`src/rtl/cpu_subsys_bus_arbiter.sv`:
```
// rtl/cpu_subsys_bus_arbiter.sv - two-master round-robin memory bus arbiter with transaction-locked grant
// Optional ready watchdog enabled by defining CPU_SUBSYS_ARB_TIMEOUT_EN.
module cpu_subsys_bus_arbiter #(
   parameter int unsigned TIMEOUT_CYCLES = 256
) (
   input  logic        sys_clk,
   input  logic        rst_n,
   input  logic        m0_mem_valid,
   output logic        m0_mem_ready,
   input  logic [31:0] m0_mem_addr,
   input  logic [31:0] m0_mem_wdata,
   input  logic        m0_mem_we,
   input  logic [3:0]  m0_mem_be,
   output logic [31:0] m0_mem_rdata,
   input  logic        m1_mem_valid,
   output logic        m1_mem_ready,
   input  logic [31:0] m1_mem_addr,
   input  logic [31:0] m1_mem_wdata,
   input  logic        m1_mem_we,
   input  logic [3:0]  m1_mem_be,
   output logic [31:0] m1_mem_rdata,
   output logic        s_mem_valid,
   input  logic        s_mem_ready,
   output logic [31:0] s_mem_addr,
   output logic [31:0] s_mem_wdata,
   output logic        s_mem_we,
   output logic [3:0]  s_mem_be,
   input  logic [31:0] s_mem_rdata,
   output logic        err_timeout
);

   typedef enum logic [1:0] {IDLE = 2'd0, BUSY0 = 2'd1, BUSY1 = 2'd2} state_t;

   localparam logic [31:0] TIMEOUT_RDATA = 32'hDEAD_BEEF;

   state_t state, state_nxt;
   logic   last_grant, last_grant_nxt;
   logic   gnt1;
   logic   mx_valid;
   logic   timeout_hit;

   if (TIMEOUT_CYCLES < 2 || TIMEOUT_CYCLES > 65535) begin : g_bad_timeout
      $error("TIMEOUT_CYCLES must be within 2..65535");
   end

   assign gnt1     = (state == BUSY1);
   assign mx_valid = gnt1 ? m1_mem_valid : m0_mem_valid;

`ifdef CPU_SUBSYS_ARB_TIMEOUT_EN
   localparam logic [15:0] TIMEOUT_LAST = 16'(TIMEOUT_CYCLES - 1);

   logic [15:0] wait_cnt;
   logic        err_q;

   // A real ready in the same cycle wins over the watchdog.
   assign timeout_hit = (state != IDLE) && mx_valid && !s_mem_ready && (wait_cnt == TIMEOUT_LAST);

   always_ff @(posedge sys_clk or negedge rst_n) begin
      if (!rst_n) begin
         wait_cnt <= '0;
         err_q    <= 1'b0;
      end else begin
         if ((state != IDLE) && (state_nxt != IDLE))
            wait_cnt <= wait_cnt + 16'd1;
         else
            wait_cnt <= '0;
         if (timeout_hit)
            err_q <= 1'b1;
      end
   end

   assign err_timeout = err_q;
`else
   assign timeout_hit = 1'b0;
   assign err_timeout = 1'b0;
`endif

   always_ff @(posedge sys_clk or negedge rst_n) begin
      if (!rst_n) begin
         state      <= IDLE;
         last_grant <= 1'b1;
      end else begin
         state      <= state_nxt;
         last_grant <= last_grant_nxt;
      end
   end

   always_comb begin
      state_nxt      = state;
      last_grant_nxt = last_grant;
      s_mem_valid    = 1'b0;
      s_mem_addr     = gnt1 ? m1_mem_addr  : m0_mem_addr;
      s_mem_wdata    = gnt1 ? m1_mem_wdata : m0_mem_wdata;
      s_mem_we       = gnt1 ? m1_mem_we    : m0_mem_we;
      s_mem_be       = gnt1 ? m1_mem_be    : m0_mem_be;
      m0_mem_ready   = 1'b0;
      m1_mem_ready   = 1'b0;
      m0_mem_rdata   = '0;
      m1_mem_rdata   = '0;
      case (state)
         IDLE: begin
            if (m0_mem_valid && m1_mem_valid)
               state_nxt = last_grant ? BUSY0 : BUSY1;
            else if (m0_mem_valid)
               state_nxt = BUSY0;
            else if (m1_mem_valid)
               state_nxt = BUSY1;
         end
         BUSY0, BUSY1: begin
            s_mem_valid = mx_valid && !timeout_hit;
            if (gnt1) begin
               m1_mem_rdata = timeout_hit ? TIMEOUT_RDATA : s_mem_rdata;
               m1_mem_ready = (s_mem_ready && s_mem_valid) || timeout_hit;
            end else begin
               m0_mem_rdata = timeout_hit ? TIMEOUT_RDATA : s_mem_rdata;
               m0_mem_ready = (s_mem_ready && s_mem_valid) || timeout_hit;
            end
            // A master abandoning its request releases the bus without earning its turn.
            if (!mx_valid) begin
               state_nxt = IDLE;
            end else if (s_mem_ready || timeout_hit) begin
               state_nxt      = IDLE;
               last_grant_nxt = gnt1;
            end
         end
         default: state_nxt = IDLE;
      endcase
   end

endmodule
```
`config.mk`:
```
export PLATFORM = sky130hd
export DESIGN_NAME = cpu_subsys_bus_arbiter
export DESIGN_NICKNAME = d
export VERILOG_FILES = /design/src/rtl/cpu_subsys_bus_arbiter.sv
export SDC_FILE = /design/constraint.sdc
export NUM_CORES = 1
export LEC_CHECK = 0
export BUFFER_PORTS_ARGS = -buffer_cell sky130_fd_sc_hd__buf_4
export CAP_MARGIN = 10
export CORE_AREA = 2 2 123 125
export CTS_CLUSTER_SIZE = 28
export DETAILED_ROUTE_END_ITERATION = 12
export DIE_AREA = 0 0 125 127
export PLACE_DENSITY_LB_ADDON = 0.25
export SLEW_MARGIN = 25
export SYNTH_ARGS = -nofsm -noshare
export SYNTH_HDL_FRONTEND = slang
export SYNTH_SLANG_ARGS = --single-unit
```
`constraint.sdc`:
```
create_clock -name sys_clk -period 1.7 [get_ports sys_clk]
set_input_delay 0.34 -clock sys_clk [delete_from_list [all_inputs] [get_ports sys_clk]]
set_output_delay 0.34 -clock sys_clk [all_outputs]
set_load 0.02 [all_outputs]
```
==> results of run 1 <==
## sequential cells by signal, indices dropped and copies added (netlist names)
register,flops
last_grant,1
state,2
## placed cells by master (no fill, tap or decap), types with 2 or more instances in the layout
cell and count:
and2_4 65, buf_12 4, buf_16 9, buf_4 190
buf_6 143, buf_8 4, clkbuf_16 6, dfrtp_1 2
ha_4 3, inv_1 2, mux2_2 14, mux2_4 58
nor2b_4 2
## synth_stat cells
cell | instances | share of area, %
and2_1 | 64 | 26
and2_2 | 1 | 0.50
and3_1 | 1 | 0.41
dfstp_2 | 1 | 1.7
buf_4 | 4 | 2.0
mux2i_1 | 1 | 0.66
clkbuf_1 | 6 | 1.5
nand3_1 | 2 | 0.66
buf_2 | 5 | 1.7
inv_1 | 3 | 0.74
conb_1 | 1 | 0.25
mux2_2 | 68 | 51
dfrtp_1 | 2 | 3.3
mux2_1 | 2 | 1.5
ha_1 | 3 | 2.5
nor2b_1 | 1 | 0.41
a21boi_0 | 1 | 0.50
mux2_4 | 2 | 2.0
a32oi_4 | 1 | 1.8
nand2b_1 | 1 | 0.41
nor2_1 | 2 | 0.50
## where the power goes
| part | total (uW) | internal (uW) | switching, uW |
|---|---|---|---|
| Combinational | 10300 | 6030 | 4290 |
| Clock | 379 | 310 | 68.9 |
| Sequential | 127 | 112 | 15.3 |
## final cells by class
class | count | area, um2
fill | 1406 | 8713
tap | 184 | 230.2
sequential | 3 | 76.32
multi-input combinational | 152 | 1804
inverter | 3 | 11.26
clock buffer | 4 | 78.83
timing repair buffer | 354 | 3510
## metal layers
layer  up-vias  track usage (%)  wire length [um]
met4         0            2.745               146
li1       1282                -                 -
met1      1288            14.04              4146
met5         -                0                 0
met3        10            2.010               902
met2       180            25.93              6502
## worst reg2reg max path: cells and delay by family (launching register included)
kind / cells / cell delay [ns]
adder cells (fa/ha/maj): 1 / 0.16
multiplexers: 2 / 0.62
AO/OA/AOI/OAI: 1 / 0.20
flip-flops: 1 / 0.33
buffers and inverters: 5 / 0.54
## repair_timing
action | 4_1_cts | 5_1_grt
gates resized for setup | 209 | 85
endpoints found under the hold margin | 2 | 0
pin swaps | 21 | 16
buffers inserted | 23 | 1
setup endpoints to repair | 139 | 139
hold buffers | 1 | 0
gates cloned | 10 | 3
## per-stage QoR
stage / hold WS, ns / setup slack (ns) / area, um2 / utilization [%]
after floorplan: 0.04441 / -0.01579 / 1574 / -
after global placement: 0.1362 / -0.5811 / 4163 / 28.86
after detailed placement: 0.1421 / -0.6183 / 4163 / 28.86
after CTS: 0.4233 / -0.4428 / 5421 / 37.59
after global routing: 0.4254 / -0.4817 / 5710 / 39.59
final: 0.4191 / -0.4220 / 5710 / 39.59
## kinds of logic (layout without fill, tap and decap cells)
group / after synthesis / after routing / share of synthesized area [%]
muxes: 73 / 73 / 54.71
DFF: 3 / 3 / 5.042
adders and majority gates: 3 / 3 / 2.480
AOI/OAI and AO/OA: 2 / 2 / 2.314
and+or+nand+nor: 72 / 73 / 29.34
other: 1 / 1 / 0.2477
buffers and inverters: 18 / 361 / 5.867
## worst min-delay path by stage
stage                      start       end
floorplan                  rst_n  state[0]
global placement           rst_n  state[1]
detailed placement         rst_n  state[1]
CTS                 m0_mem_valid  state[0]
global route        m0_mem_valid  state[0]
finish              m0_mem_valid  state[0]
==> flow_metrics.tcl, run 1 <==
set metrics [dict create \
    max_capacitance_violation_count 0 \
    avgViaCountPerCell 3.943 \
    die_area_um2 15880 \
    placementRows 44 \
    die_width_um 125 \
    drt_drc_violations_left 0 \
    syn-cell-area_um2 1514 \
    vias 2760 \
    die-height_um 127 \
    synth_nets 350 \
    worst_clock_skew_ns 0.0005972 \
    path_buf_inv 6 \
    design_power_total_uw 10820 \
    cp_num_cells 8 \
    dp.cells 662 \
    gp_congestion 0.8250 \
    ios 312 \
    timing.rr.start "state[0]" \
    route.antenna.remaining_nets 0 \
    postSynthAreaPerCell_um2 8.802 \
    status "finished with violations" \
    grt.total_usage_pct 12.86 \
    cts-buffers-inserted 3 \
    slowest_stage "dfrtp_1" \
    portBuffers 310 \
    slew_viol_final 0 \
    grt_max_degree 18 \
    clk_pin_slew_ns 0.03 \
    num_antenna_cells 0 \
    hold-path-cell-count 3 \
    grt_setup_unrepaired "true" \
    route.detailed.wl_per_inst_um 16.71 \
    first_global_vias 2971 \
    vdd.ir_drop.worst_mv 0.6611 \
    achievable-frequency_mhz 471.2 \
    min_setup_slack_post_route_ns -0.4220 \
    worst_r2r_endpoint "state[1]" \
    area_delta_synth_final_pct 277.2 \
    postSynthCellCount 172 \
    end_kind "output pin" \
    final_cell_count_no_fill 700 \
    crit_path_start "state[0]" \
    share_of_the_clock_period_used_by_the_worst_path_pct 124.8 \
    worst_setup_path_class "reg2out" \
    global_route_congestion_overflow_total 0 \
    cts_max_level 1 \
    synth-seq-area-share_pct 5.041 \
    dp_hpwl_mm 7.831 \
    detailedRoute.firstPassIterationCount 3 \
    cp_top_family "buffers and inverters" \
    wirelength_mm 11.70 \
    cellLeakagePower_uw 0.002943 \
    drt_first_iter_violations 31 \
    setup_viol 139 \
    timing.critical_path.fanout_max 7 \
    clk_root_buffer_cell "clkbuf_16" \
    pwr_density_cell_nw_per_um2 1895 \
    timing.critical_path.cells "inv_2, buf_6, ha_4, buf_12, buf_12, buf_16, mux2_2, buf_6" \
    max-clock-path-buffers 2 \
    antenna_found_initial 0 \
    setup_tns_ns -46.63 \
    synth_warnings 0 \
    floorplan.core_area_um2 14420 \
    hold_viol 0 \
    insertion_delay_ns 0.23 \
    ys_ff_latch 3 \
    clock-sinks 3 \
    worst_setup_path_endpoint "s_mem_addr[25]" \
    starting_density_pct 10.50 \
    crit_required_ns 1.36 \
    grt_first_pass_wirelength_mm 16.14 \
    final_layout_size_suffix_gt1_share_pct 97.67 \
    timing.reg2reg.setup_slack_ns -0.27 \
    period_needed_ns 2.122 \
    worstRegToRegCells 9 \
    arrival_ns 1.78 \
    cts_tree "yes" \
    failing_checks "setup timing" \
    layout.nets 695 \
    cp-start-kind "flip-flop" \
    min-delay-path-class "in2reg" \
    critical-path-max-stage-delay_ns 0.36 \
    synth_cell_types 21 \
]
Power figures use the tool's default switching activity.
==> inputs of run 2 (changes only) <==
ABC_AREA = 1   (was unset)
CORE_AREA = 2 2 122 124   (was 2 2 123 125)
DIE_AREA = 0 0 124 126   (was 0 0 125 127)
==> flow_metrics.tcl, run 2 <==
set metrics [dict create \
    floorplan.core_area_um2 14310 \
    postSynthCellCount 254 \
    detailedRoute.firstPassIterationCount 6 \
    period_needed_ns 2.052 \
    critical-path-max-stage-delay_ns 0.43 \
    met3WireLength_mm 1.079 \
    cts_tree "yes" \
    worst_setup_path_class "reg2out" \
    finalCoreUtilization_pct 40.71 \
    power_switching_share_pct 43.53 \
    arrival_ns 1.71 \
    grt_first_pass_wirelength_mm 15.96 \
    worst_clock_skew_ns 0.003122 \
    cts_max_level 1 \
    synth_cell_types 15 \
    combinationalPowerShare_pct 94.6 \
    starting_density_pct 11.58 \
    synth_top_cells_by_count "inv_1 (73), mux2_2 (64), nand2_1 (43)" \
    slowest_stage "dfrtp_2" \
    portBuffers 310 \
    cts-buffers-inserted 3 \
    syn-cell-area_um2 1658 \
    clock-sinks 3 \
    max_capacitance_violation_count 0 \
    synth_warnings 0 \
    ios 312 \
    insertion_delay_ns 0.23 \
    vias 2998 \
    dp.cells 746 \
    die_area_um2 15620 \
    post_route_cell_area_um2 5827 \
    postSynth.topFlopCell "dfrtp_1" \
    cp-start-kind "flip-flop" \
    timing.rr.start "state[0]" \
    layout.nets 777 \
    power.share.sequential_pct 1.5 \
    largest_reg_flops 2 \
    die_width_um 124 \
    max_flop_register "state" \
    synth.top_cell.area_share_pct 43.47 \
    grt_setup_unrepaired "true" \
    postSynthAreaPerCell_um2 6.527 \
    min_setup_slack_post_route_ns -0.3520 \
    setup_viol 136 \
    grt.total_usage_pct 13.19 \
    slew_viol_final 0 \
    path_buf_inv 3 \
    first_global_vias 3088 \
    clk_root_buffer_cell "clkbuf_16" \
    synth_nets 432 \
    max-clock-path-buffers 2 \
    timing.critical_path.cells "ha_4, buf_8, or2_4, buf_12, nor2_2, buf_6" \
    vdd.ir_drop.worst_mv 0.6188 \
    synth_enable_flop_cells 0 \
    share_of_the_clock_period_used_by_the_worst_path_pct 120.7 \
    worst_setup_path_endpoint "m0_mem_rdata[17]" \
    num_antenna_cells 0 \
    most-common-layout-cells "buf_4 (193), buf_6 (138), mux2_4 (69)" \
    route.detailed.wl_per_inst_um 14.55 \
    p_int_uw 5384 \
    global_route_congestion_overflow_total 0 \
    hold_viol 0 \
    top_regs "state (2), last_grant (1)" \
    cp_top_family "buffers and inverters" \
    end_kind "output pin" \
    design_power_total_uw 9535 \
    synth-seq-area-share_pct 4.604 \
    cellLeakagePower_uw 0.003287 \
    met1_length_mm 4.015 \
    min-delay-path-class "in2async" \
    synth_largest_area_cell "mux2_2" \
    dp_hpwl_mm 8.340 \
    post_dp_cell_area_um2 4299 \
    area_delta_synth_final_pct 251.5 \
    failing_checks "setup timing" \
    worst_r2r_endpoint "last_grant" \
    wl_met2_mm 6.181 \
    final_common_cell "buf_4" \
    route.antenna.remaining_nets 0 \
    achievable-frequency_mhz 487.3 \
    highest_signal_layer "met4" \
    cp_num_cells 6 \
    timing.reg2reg.setup_slack_ns 0.02 \
    grt_max_degree 17 \
    die-height_um 126 \
    antenna_found_initial 0 \
    synth_async_sr_flop_share_pct 100.0 \
    crit_path_start "state[1]" \
    timing.critical_path.fanout_max 16 \
    drt_drc_violations_left 0 \
    drt_first_iter_violations 57 \
    wirelength_mm 11.38 \
    final_layout_size_suffix_gt1_share_pct 82.44 \
    setup_tns_ns -39.51 \
    gp_congestion 0.9539 \
    worstRegToRegCells 13 \
    placementRows 44 \
    clk_pin_slew_ns 0.03 \
    synthMostInstantiatedCell "inv_1" \
    final_cell_count_no_fill 782 \
    synthTopCellsByArea "mux2_2 (43%), inv_1 (17%), nand2_1 (9.7%), nor2_1 (9.1%), buf_6 (6.1%)" \
    pwr_density_cell_nw_per_um2 1636 \
    status "finished with violations" \
    p_sw_uw 4151 \
    p_clk_share_pct 3.9 \
    ys_ff_latch 3 \
    avgViaCountPerCell 3.834 \
    crit_required_ns 1.36 \
]
[run 2: logic make-up after synthesis]
kind of cell | synth area share [%]
fa+ha+maj | 2.264
other cells | 0.2262
buf+inv | 25.36
mux | 46.87
flops | 4.604
compound gates | 0.3016
simple gates | 20.38
[run 2: power by group through the flow]
| stage | logic, uW | registers [uW] | clock network (uW) |
|---|---|---|---|
| after floorplan | 3560 | 131 | 0 |
| after global placement | 5860 | 136 | 0 |
| after detailed placement | 5900 | 137 | 0 |
| after CTS | 8220 | 139 | 379 |
| after global routing | 9500 | 150 | 390 |
| final | 9020 | 145 | 373 |
[run 2: final cells by class]
type	count	area, um2
clock buffers	4	78.83
fillers	1414	8487
inverters	73	274.0
multi-input cells	162	1620
flip-flops and latches	3	77.57
well taps	184	230.2
repair buffers	356	3546
[run 2: worst min-delay path by stage]
| stage | from | endpoint | slack [ns] | cells after the start |
|---|---|---|---|---|
| floorplan | rst_n | state[0] | 0.04 | 0 |
| global placement | rst_n | state[0] | 0.13 | 1 |
| detailed placement | rst_n | state[1] | 0.14 | 1 |
| CTS | rst_n | state[1] | 0.45 | 2 |
| global route | rst_n | state[1] | 0.47 | 2 |
| finish | rst_n | state[1] | 0.46 | 2 |
[run 2: layer usage]
metal  vias up  global-route usage, %
li1       1447                      -
met1      1358                  14.38
met2       179                  26.34
met3        14                  2.491
met4         0                  1.718
met5         -                      0
[run 2: what timing repair did]
item                                    in CTS  in global routing
endpoints found under the setup margin     136                136
endpoints found under the hold margin        2                  0
gates cloned                                 9                  2
pin swaps                                    4                  7
hold buffers                                 1                  0
gates resized for setup                    202                 76
buffers inserted                            13                  8
[run 2: through the flow]
| stage | hold slack, ns | worst slack, ns |
|---|---|---|
| after detailed placement | 0.1356 | -0.2059 |
| after global placement | 0.1333 | -0.1973 |
| after CTS | 0.4504 | -0.3711 |
| after global routing | 0.4659 | -0.4299 |
| final | 0.4624 | -0.3520 |
| after floorplan | 0.04441 | -0.03999 |
